===== src/rtl/mst_stream_gen_pkg.sv =====
// Shared definitions for the pattern-stream generator: pattern modes, lane FSM states, PRBS31 constants.
package pkg_ft601_ctrl_defines;

   typedef enum logic [1:0] {
      MODE_INC   = 2'd0,
      MODE_DEC   = 2'd1,
      MODE_PRBS  = 2'd2,
      MODE_WALK1 = 2'd3
   } mode_e;

   typedef enum logic {
      ST_IDLE   = 1'b0,
      ST_STREAM = 1'b1
   } state_e;

   // x^31 + x^28 + 1: feedback taken from register bits 30 and 27
   localparam logic [30:0] PRBS31_SEED   = 31'h1;
   localparam int          PRBS31_TAP_HI = 30;
   localparam int          PRBS31_TAP_LO = 27;

endpackage


===== src/rtl/mst_stream_gen_if.sv =====
// Per-channel valid/ready stream bundle: generator drives valid/data/last, sink drives ready.
interface mst_stream_gen_if #(
   parameter int NUM_CH = 4,
   parameter int DATA_W = 32
) ();
   logic [NUM_CH-1:0]             ch_valid;
   logic [NUM_CH-1:0]             ch_ready;
   logic [NUM_CH-1:0]             ch_last;
   logic [NUM_CH-1:0][DATA_W-1:0] ch_data;

   modport master (output ch_valid, output ch_data, output ch_last, input ch_ready);
   modport slave  (input ch_valid, input ch_data, input ch_last, output ch_ready);
endinterface


===== src/rtl/mst_stream_gen_lane.sv =====
// One stream channel: IDLE/STREAM FSM, beat/packet counters and pattern state; valid one cycle after en,
// outputs held while ready=0. MST_STREAM_GEN_PRBS_EN adds the PRBS31 generator for mode 2.
module mst_stream_lane
   import pkg_ft601_ctrl_defines::*;
#(
   parameter int DATA_W = 32,
   parameter int LEN_W  = 16
) (
   input  logic              clk,
   input  logic              rst_n,
   input  logic              bus16,
   input  logic              en_i,
   input  logic [1:0]        mode_i,
   input  logic [LEN_W-1:0]  pkt_len_i,
   input  logic              ready_i,
   output logic              valid_o,
   output logic [DATA_W-1:0] data_o,
   output logic              last_o,
   output logic [LEN_W-1:0]  pkt_cnt_o
);
   localparam int HALF_W = DATA_W / 2;

   state_e            state_q, state_d;
   mode_e             mode_q, mode_d;
   mode_e             mode_in;
   logic [LEN_W-1:0]  len_q, len_d;
   logic [LEN_W-1:0]  beat_q, beat_d;
   logic [LEN_W-1:0]  pkt_cnt_q, pkt_cnt_d;
   logic [LEN_W-1:0]  len_eff;
   logic [DATA_W-1:0] pat_q, pat_d;
   logic [DATA_W-1:0] word;
   logic              last;

`ifdef MST_STREAM_GEN_PRBS_EN
   logic [30:0] lfsr_q, lfsr_d;
   logic [31:0] prbs_word;
   assign prbs_word = {1'b0, lfsr_q};
`endif

   function automatic logic [DATA_W-1:0] seed_of(input mode_e m);
      case (m)
         MODE_DEC:   seed_of = '1;
         MODE_WALK1: seed_of = DATA_W'(1);
         default:    seed_of = '0;
      endcase
   endfunction

   // In 16-bit bus mode only the low half is meaningful, so rotation wraps at HALF_W
   function automatic logic [DATA_W-1:0] step_of(input mode_e m, input logic [DATA_W-1:0] p,
                                                 input logic b16);
      case (m)
         MODE_DEC:   step_of = p - DATA_W'(1);
         MODE_WALK1: step_of = b16 ? {p[DATA_W-1:HALF_W], p[HALF_W-2:0], p[HALF_W-1]}
                                   : {p[DATA_W-2:0], p[DATA_W-1]};
         default:    step_of = p + DATA_W'(1);
      endcase
   endfunction

   assign mode_in = mode_e'(mode_i);
   assign len_eff = (pkt_len_i == '0) ? LEN_W'(1) : pkt_len_i;
   assign last    = (state_q == ST_STREAM) && (beat_q == len_q - LEN_W'(1));

   always_comb begin
      state_d   = state_q;
      mode_d    = mode_q;
      len_d     = len_q;
      beat_d    = beat_q;
      pkt_cnt_d = pkt_cnt_q;
      pat_d     = pat_q;
`ifdef MST_STREAM_GEN_PRBS_EN
      lfsr_d    = lfsr_q;
`endif
      case (state_q)
         ST_IDLE: begin
            if (en_i) begin
               state_d = ST_STREAM;
               mode_d  = mode_in;
               len_d   = len_eff;
               beat_d  = '0;
               pat_d   = seed_of(mode_in);
`ifdef MST_STREAM_GEN_PRBS_EN
               lfsr_d  = PRBS31_SEED;
`endif
            end
         end
         ST_STREAM: begin
            if (ready_i) begin
               pat_d = step_of(mode_q, pat_q, bus16);
`ifdef MST_STREAM_GEN_PRBS_EN
               lfsr_d = {lfsr_q[29:0], lfsr_q[PRBS31_TAP_HI] ^ lfsr_q[PRBS31_TAP_LO]};
`endif
               if (last) begin
                  beat_d    = '0;
                  pkt_cnt_d = pkt_cnt_q + LEN_W'(1);
                  // en is only looked at here, so a mid-packet drop never truncates
                  if (en_i) begin
                     mode_d = mode_in;
                     len_d  = len_eff;
                  end else begin
                     state_d = ST_IDLE;
                  end
               end else begin
                  beat_d = beat_q + LEN_W'(1);
               end
            end
         end
         default: state_d = ST_IDLE;
      endcase
   end

   always_ff @(posedge clk or negedge rst_n) begin
      if (!rst_n) begin
         state_q   <= ST_IDLE;
         mode_q    <= MODE_INC;
         len_q     <= LEN_W'(1);
         beat_q    <= '0;
         pkt_cnt_q <= '0;
         pat_q     <= '0;
`ifdef MST_STREAM_GEN_PRBS_EN
         lfsr_q    <= PRBS31_SEED;
`endif
      end else begin
         state_q   <= state_d;
         mode_q    <= mode_d;
         len_q     <= len_d;
         beat_q    <= beat_d;
         pkt_cnt_q <= pkt_cnt_d;
         pat_q     <= pat_d;
`ifdef MST_STREAM_GEN_PRBS_EN
         lfsr_q    <= lfsr_d;
`endif
      end
   end

   always_comb begin
      word = pat_q;
`ifdef MST_STREAM_GEN_PRBS_EN
      if (mode_q == MODE_PRBS) word = prbs_word[DATA_W-1:0];
`endif
      data_o = '1;
      if (state_q == ST_STREAM) data_o = bus16 ? {{HALF_W{1'b1}}, word[HALF_W-1:0]} : word;
   end

   assign valid_o   = (state_q == ST_STREAM);
   assign last_o    = last;
   assign pkt_cnt_o = pkt_cnt_q;

endmodule


===== src/rtl/mst_stream_gen.sv =====
// NUM_CH independent pattern-stream generators; valid one cycle after ch_en, data/last held under backpressure.
// Define MST_STREAM_GEN_PRBS_EN to build in PRBS31 for mode 2; otherwise mode 2 behaves as INC.
module mst_stream_gen
   import pkg_ft601_ctrl_defines::*;
#(
   parameter int NUM_CH = 4,
   parameter int DATA_W = 32,
   parameter int LEN_W  = 16
) (
   input  logic                          clk,
   input  logic                          rst_n,
   input  logic                          bus16,
   input  logic [NUM_CH-1:0]             ch_en,
   input  logic [NUM_CH-1:0][1:0]        ch_mode,
   input  logic [NUM_CH-1:0][LEN_W-1:0]  ch_pkt_len,
   output logic [NUM_CH-1:0][LEN_W-1:0]  ch_pkt_cnt,
   mst_stream_gen_if.master              st
);
   logic [NUM_CH-1:0]             valid_w;
   logic [NUM_CH-1:0]             last_w;
   logic [NUM_CH-1:0][DATA_W-1:0] data_w;

   for (genvar i = 0; i < NUM_CH; i++) begin : g_lane
      mst_stream_lane #(
         .DATA_W (DATA_W),
         .LEN_W  (LEN_W)
      ) u_lane (
         .clk       (clk),
         .rst_n     (rst_n),
         .bus16     (bus16),
         .en_i      (ch_en[i]),
         .mode_i    (ch_mode[i]),
         .pkt_len_i (ch_pkt_len[i]),
         .ready_i   (st.ch_ready[i]),
         .valid_o   (valid_w[i]),
         .data_o    (data_w[i]),
         .last_o    (last_w[i]),
         .pkt_cnt_o (ch_pkt_cnt[i])
      );
   end

   assign st.ch_valid = valid_w;
   assign st.ch_last  = last_w;
   assign st.ch_data  = data_w;

endmodule

===== src/flat_wrapper.sv =====
// flat-port wrapper written by rule: the top's interface ports become plain ports
module mst_stream_gen_flat import pkg_ft601_ctrl_defines::*;
#(
   parameter int NUM_CH = 4,
   parameter int DATA_W = 32,
   parameter int LEN_W  = 16
)
  (clk, rst_n, bus16, ch_en, ch_mode, ch_pkt_len, ch_pkt_cnt, st_ch_valid, st_ch_data, st_ch_last, st_ch_ready);
  mst_stream_gen_if #(.NUM_CH(NUM_CH), .DATA_W(DATA_W)) st_i ();
  input  logic clk;
  input  logic rst_n;
  input  logic bus16;
  input  logic [NUM_CH-1:0] ch_en;
  input  logic [NUM_CH-1:0][1:0] ch_mode;
  input  logic [NUM_CH-1:0][LEN_W-1:0] ch_pkt_len;
  output logic [NUM_CH-1:0][LEN_W-1:0] ch_pkt_cnt;
  output wire logic [$bits(st_i.ch_valid)-1:0] st_ch_valid;
  output wire logic [$bits(st_i.ch_data)-1:0] st_ch_data;
  output wire logic [$bits(st_i.ch_last)-1:0] st_ch_last;
  input wire logic [$bits(st_i.ch_ready)-1:0] st_ch_ready;
  assign st_ch_valid = st_i.ch_valid;
  assign st_ch_data = st_i.ch_data;
  assign st_ch_last = st_i.ch_last;
  assign st_i.ch_ready = st_ch_ready;
  mst_stream_gen #(.NUM_CH(NUM_CH), .DATA_W(DATA_W), .LEN_W(LEN_W)) u_core (.clk(clk), .rst_n(rst_n), .bus16(bus16), .ch_en(ch_en), .ch_mode(ch_mode), .ch_pkt_len(ch_pkt_len), .ch_pkt_cnt(ch_pkt_cnt), .st(st_i));
endmodule

===== config.mk =====
export PLATFORM = sky130hd
export DESIGN_NAME = mst_stream_gen_flat
export DESIGN_NICKNAME = d
export VERILOG_FILES = /design/src/rtl/mst_stream_gen_pkg.sv /design/src/rtl/mst_stream_gen_if.sv /design/src/rtl/mst_stream_gen_lane.sv /design/src/rtl/mst_stream_gen.sv /design/src/flat_wrapper.sv
export SDC_FILE = /design/constraint.sdc
export NUM_CORES = 1
export LEC_CHECK = 0
export BUFFER_PORTS_ARGS = -buffer_cell sky130_fd_sc_hd__buf_4
export CAP_MARGIN = 10
export CORE_MARGIN = 2
export CORE_UTILIZATION = 60
export CTS_CLUSTER_DIAMETER = 60
export DETAILED_ROUTE_END_ITERATION = 16
export HOLD_SLACK_MARGIN = 0.12
export PLACE_DENSITY_LB_ADDON = 0.1
export SLEW_MARGIN = 5
export SYNTH_ARGS = -nofsm -noshare
export SYNTH_HDL_FRONTEND = slang
export SYNTH_SLANG_ARGS = --single-unit
export TNS_END_PERCENT = 1

===== constraint.sdc =====
create_clock -name clk -period 8.75 [get_ports clk]
set_input_delay 0.875 -clock clk [delete_from_list [all_inputs] [get_ports clk]]
set_output_delay 0.875 -clock clk [all_outputs]
set_load 0.005 [all_outputs]

=== After elaboration in Yosys (flattened, before gate mapping) ===
Index checks and enable logic that the tools add are counted.

* Register bits: 332
* Logic and storage cells: 212
* Output and inout port bits: 200
* Bits of input ports: 83

* Reduce and logical (&&, ||, !) cells: 24
* Add/sub/neg operators: 20
* Muxes and demuxes: 100
* Bitwise gates (word level): 4
* Eq/ne operators: 36

{| class="wikitable"
|+ Operators with widths
! operator !! count
|-
| 32-bit case mux with 2 select lines || 12
|-
| 32-bit 2-to-1 mux || 20
|-
| 16-bit 2-to-1 mux || 28
|-
| 16-bit case mux with 2 select lines || 8
|-
| 16-bit by 1-bit adder with 16-bit output (second input constant) || 8
|-
| 32-bit by 1-bit adder with 32-bit output (second input constant) || 4
|-
| 32-bit by 1-bit subtractor with 32-bit output (second input constant) || 4
|-
| 16-bit equality test || 4
|-
| 16-bit zero test || 4
|-
| 16-bit by 1-bit subtractor with 16-bit output (second input constant) || 4
|-
| 2-bit 2-to-1 mux || 12
|-
| 3-bit AND reduction || 8
|-
| 2-bit by 1-bit equality test with 1-bit output (second input constant) || 8
|-
| 2-bit equality test (second input constant) || 8
|-
| 2-bit != test (second input constant) || 8
|-
| 2-bit case mux with 2 select lines || 4
|-
| 2-bit AND reduction || 8
|-
| 1-bit 2-to-1 mux || 12
|-
| 3-bit != test (second input constant) || 4
|-
| 2-bit by 1-bit != test with 1-bit output (second input constant) || 4
|-
| 1-bit case mux with 2 select lines || 4
|-
| 1-bit logical AND || 4
|-
| 1-bit NOT || 4
|}

=== Depth between registers and ports, before layout ===
* Depth after elaboration: 6
* Depth in mapped cells: 14
* Depth with buffers taken out: 13

=== Hierarchy ===
A second synthesis with hierarchy kept.

* Cells, all modules: 3068
* Area, all modules: 25861.1 um^2

{| class="wikitable"
|+ Modules (own cells, without submodules)
! module !! cells each !! seq. area each (um^2) !! times used !! area an instance (um^2)
|-
| mst_stream_lane at u_core.g_lane[0].u_lane ... || 770 || 2078.2 || 2 || 6451.2
|-
| mst_stream_lane at u_core.g_lane[3].u_lane || 784 || 2078.2 || 1 || 6636.4
|-
| mst_stream_lane at u_core.g_lane[2].u_lane || 744 || 2078.2 || 1 || 6322.3
|}

=== Worst setup path before layout ===
Ideal clock, no wire load.

* Kind: register -> register
* From: register u_core.g_lane[2].u_lane.mode_q[1]
* To: register u_core.g_lane[2].u_lane.pat_q[31]
* Cell stages (with the launch flop): 14
* Clock period less this slack: 3.961 ns
* Setup time: 0.126 ns
* Data required time: 8.624 ns
* Data arrival time: 3.835 ns
* Path slack: 4.789 ns
* Buffers on the path: 0
* Cell sequence: dfrtp_1 -> nand2b_1 -> inv_1 -> ha_1 -> a211oi_1 -> o21bai_1 -> o21ai_0 -> o31a_1 -> o2111a_1 -> o41ai_1 -> or4_1 -> nand4_1 -> mux2_2 -> a221o_1

* Cells in the longest elaborated chain, start to end: 4
* Elaborated cells on any way between the ends: 7
* Those cells by class: 3 x eq/ne; 3 x mux; 1 x reduce/logical

{| class="wikitable"
|+ RTL lines
! what !! line !! source
|-
| from (decl) || mst_stream_gen_lane.sv:24 || <nowiki>mode_e mode_q, mode_d;</nowiki>
|-
| from (signal assigned) || mst_stream_gen_lane.sv:124 || <nowiki>mode_q <= mode_d;</nowiki>
|-
| 2-bit equality test or 2-bit by 1-bit equality test with 1-bit output (tied branches) || mst_stream_gen_lane.sv:51 || <nowiki>case (m)</nowiki>
|-
| 32-bit case mux with 2 select lines || mst_stream_gen_lane.sv:51 ||
|-
| 32-bit 2-to-1 mux || mst_stream_gen_lane.sv:87 || <nowiki>if (ready_i) begin</nowiki>
|-
| 32-bit case mux with 2 select lines || mst_stream_gen_lane.sv:73 || <nowiki>case (state_q)</nowiki>
|-
| to (signal assigned) || mst_stream_gen_lane.sv:128 || <nowiki>pat_q <= pat_d;</nowiki>
|-
| to (decl) || mst_stream_gen_lane.sv:30 || <nowiki>logic [DATA_W-1:0] pat_q, pat_d;</nowiki>
|}

Parallel ways exist; a longest one is shown, timed or not. The select of a mux whose other input is x is not followed.
A chain may end at the register's enable or synchronous reset.

=== Worst setup path after layout ===
* From: register u_core.g_lane[1].u_lane.mode_q[1]
* To: register u_core.g_lane[1].u_lane.pat_q[30]

* Cells in the longest elaborated chain, start to end: 4
* Elaborated cells on any way between the ends: 7
* Those cells by class: 3 x eq/ne; 3 x mux; 1 x reduce/logical

{| class="wikitable"
|+ RTL lines
! what !! line
|-
| from (decl) || mst_stream_gen_lane.sv:24
|-
| from (signal assigned) || mst_stream_gen_lane.sv:124
|-
| 2-bit equality test or 2-bit by 1-bit equality test with 1-bit output (tied branches) || mst_stream_gen_lane.sv:51
|-
| 32-bit case mux with 2 select lines || mst_stream_gen_lane.sv:51
|-
| 32-bit 2-to-1 mux || mst_stream_gen_lane.sv:87
|-
| 32-bit case mux with 2 select lines || mst_stream_gen_lane.sv:73
|-
| to (signal assigned) || mst_stream_gen_lane.sv:128
|-
| to (decl) || mst_stream_gen_lane.sv:30
|}

Parallel ways exist; a longest one is shown, timed or not. The select of a mux whose other input is x is not followed.

==> metrics list <==
- Post-Syn Nets: 3123
* Final count of pins violating max slew: 0
- Gp weighted congestion: 0.927
- Die Span X: 206 µm
- 283 I/O pins were placed.
- Setup Viol. Count Final: 0
* Number of antenna-violating nets in the routed design: 0
- For this block, the routed nets add up to 66200 µm of wire.
- The run finished with clean final reports.
- Distinct cells, synth: 81
- Flop and latch count out of synthesis: 332
* # DRC: 0
- Worst-margin pin slew: 1.11 ns
- After layout, the design draws a total of 7.84 mW.
- Cells fill 70.3% of the core in the end.
- The region available for standard cell placement spans 40600 µm².
- In this run the deepest clock path goes through 3 buffers.
- Number of nets in the final layout: 3350
- Via density per instance: 6.11
* Post-Place Cells: 3619
* Number of flops mapped to enable cells by yosys: 0
* CTS sink cnt: 332
- Final period demand of the worst path: 4.80 ns
- The floorplan has 74 rows.
- Averaged over all synthesized cells, the footprint is 8.46 µm².
- Final hold violation count: 0
* Clock tree from TritonCTS: built
- Finished Layout Cells: 3697
- Fraction of layout cells with a size suffix above 1: 15.3%
* Number of detailed-routing iterations run before antenna repair: 5
* CTS Buf Count: 42
- For this run the aggregate overflow at the end of global routing stands at 0.
- In this run, the number of DRC markers left after iteration 0 of detailed routing was 1659.
- Setup repair after global routing missed its margin: no
- Compared with the post-synthesis result, the final layout area differs by 16.3%.
- The tree is rooted in a sky130_fd_sc_hd__clkbuf_16.
- In the layout the commonest cells are 327 x sky130_fd_sc_hd__dfrtp_1, 304 x sky130_fd_sc_hd__buf_4, 285 x sky130_fd_sc_hd__nor2_1.
- Once the clock tree was built, the setup fixing pass inserted 0 buffers.
- Pin count of the biggest net entering global routing: 157
- Worst endpoint data arrival time: 5.25 ns
- In this run the static leakage power is 13.2 nW.
* Slew headroom: 25.4%
- Sequential-to-total area share from yosys stat: 33.8%
* Critical path capture point type: register
* Top achievable clock speed: 208 MHz
* Htree depth: 2
* Clock transition time at the flip-flop clock pins of the worst setup and hold paths: 0.06 ns
* Clock network latency to the later pin of the worst-skew pair: 0.57 ns
- The count of buffers added on input and output ports is 282.
* Worst Clk Skew: 0.0177 ns
- In the synthesized netlist, the number of instances is 2904.
- The synthesized netlist occupies a cell area of 24600 µm².
* Height of the die: 206 µm
- STA classifies the critical path startpoint as a register.
- The number of global-route vias before repair was 21700.
- Once the floorplan was initialized, standard cells occupied 60.5% of the core.
* Wire length of the first global-routing pass: 107000 µm
- For this run, the total global-route usage over all layers was measured as 30.6%.
* Number of hold buffers added after CTS: 0
- Average wire per standard cell: 17.9 µm
- Req. time, crit path: 9.20 ns
- The worst setup path is of the register to register kind.
* Initial antenna violation count: 7
* Primary flip-flop cell chosen by synthesis mapping: sky130_fd_sc_hd__dfrtp_1
- Worst hold path class: input pin to asynchronous set/reset pin
* Share of flip-flops with an asynchronous set or reset after synthesis: 100%
- Max cap viols: 0
- VDD sags by at most 212 µV.
- Detailed Place HPWL: 47400 µm
* Max Fanout on Critical Path: 31
- Commonest non-fill, non-tap cell in the layout: sky130_fd_sc_hd__dfrtp_1
* Area enclosed by the die boundary: 42600 µm²
- For this run, the number of Yosys warnings is 0.
* DR vias: 22600
- Share of the clock period used by the worst path after layout: 54.9%
- In this run, post-CTS repair resized a total of 0 instances.
* Total power density per cell area: 274 nW/µm²
- Setup total negative slack on the finished layout was measured at 0 ns.
metrics by stage:
stage,hold WS [ns],instance area (µm²),setup slack [ns]
floorplan,0.465,24600,4.79
global placement,0.459,27100,4.18
detailed placement,0.466,27100,4.02
CTS,0.364,28600,3.98
global route,0.405,28600,3.66
finish,0.320,28600,3.95
critical path: stages (launching register included):
cell	delay [ns]
sky130_fd_sc_hd__dfrtp_1	0.43
sky130_fd_sc_hd__nand2b_1	0.20
sky130_fd_sc_hd__inv_1	0.81
sky130_fd_sc_hd__ha_1	0.41
sky130_fd_sc_hd__nor2b_1	0.16
sky130_fd_sc_hd__o21a_1	0.19
sky130_fd_sc_hd__a311o_1	0.40
sky130_fd_sc_hd__a21oi_1	0.32
sky130_fd_sc_hd__o311ai_0	0.24
sky130_fd_sc_hd__a311oi_1	0.64
sky130_fd_sc_hd__o21bai_1	0.19
sky130_fd_sc_hd__a41o_1	0.30
sky130_fd_sc_hd__xnor2_1	0.12
sky130_fd_sc_hd__a221oi_1	0.29
cell usage after synthesis, drive strengths merged, types with 64 or more instances:
| cell | n | area, µm² |
|---|---|---|
| nand2 | 258 | 968 |
| inv | 75 | 282 |
| a21oi | 276 | 1380 |
| ha | 132 | 1650 |
| o21ai | 175 | 876 |
| nor2 | 285 | 1070 |
| nand3 | 84 | 420 |
| xor2 | 125 | 1090 |
| nor3 | 64 | 332 |
| mux2 | 75 | 845 |
| dfrtp | 328 | 8210 |
| xnor2 | 167 | 1460 |
| clkbuf | 103 | 387 |
| nand2b | 120 | 751 |
power breakdown:
group	switching [mW]	internal (mW)
Clock	0.717	1.16
Combinational	1.90	1.73
Sequential	0.464	1.88
area by class of cell:
class                   instances  area, µm²
repair buffers                306       2320
clock buffers                  54       1180
well taps                     532        666
fillers                      3263      12100
inverters                      75        282
flip-flops and latches        332       8310
clock inverters                21        312
multi-input cells            2374      15500
diodes                          3       7.51
sequential cells by signal (all words and copies together), names as in the netlist:
signal and cells:
u_core.g_lane.u_lane.valid_o 4, u_core.g_lane.u_lane.beat_q 64, u_core.g_lane.u_lane.len_q 64, u_core.g_lane.u_lane.pat_q 128
u_core.g_lane.u_lane.mode_q 8, u_core.g_lane.u_lane.pkt_cnt_o 64
routing by layer:
layer | track usage, % | part of all wire (%) | routed length (µm)
met5 | 0 | 0.085 | 56
met4 | 10.9 | 2.9 | 1940
met1 | 40.5 | 43 | 28700
met3 | 4.67 | 6.3 | 4140
met2 | 50.9 | 47 | 31400
cells by family (layout without fill, tap and decap cells):
group / count (synthesis) / in the layout / synth area share, %
flip-flops: 332 / 332 / 33.8
adder cells (fa/ha/maj): 136 / 136 / 7.05
AND/OR/NAND/NOR: 1077 / 1077 / 21.7
AO/OA/AOI/OAI: 780 / 780 / 19.8
XOR/XNOR: 292 / 292 / 10.4
buffers and inverters: 198 / 456 / 3.18
other: 0 / 3 / 0
multiplexers: 89 / 89 / 4.01
worst paths after layout:
path	to	depth (start not counted)	start	slack [ns]
worst max-delay path	u_core.g_lane[1].u_lane.pat_q[30]	13	u_core.g_lane[1].u_lane.mode_q[1]	3.95
worst min-delay path	u_core.g_lane[2].u_lane.pkt_cnt_o[0]	1	rst_n	0.32
worst max register to register	u_core.g_lane[1].u_lane.pat_q[30]	13	u_core.g_lane[1].u_lane.mode_q[1]	3.95
worst min register to register	u_core.g_lane[1].u_lane.pkt_cnt_o[15]	1	u_core.g_lane[1].u_lane.pkt_cnt_o[15]	0.47
max in group asynchronous	u_core.g_lane[3].u_lane.pkt_cnt_o[15]	2	rst_n	6.85
min in group clk	u_core.g_lane[1].u_lane.pkt_cnt_o[15]	1	u_core.g_lane[1].u_lane.pkt_cnt_o[15]	0.47
No activity file was read; power rests on OpenSTA's default activity.
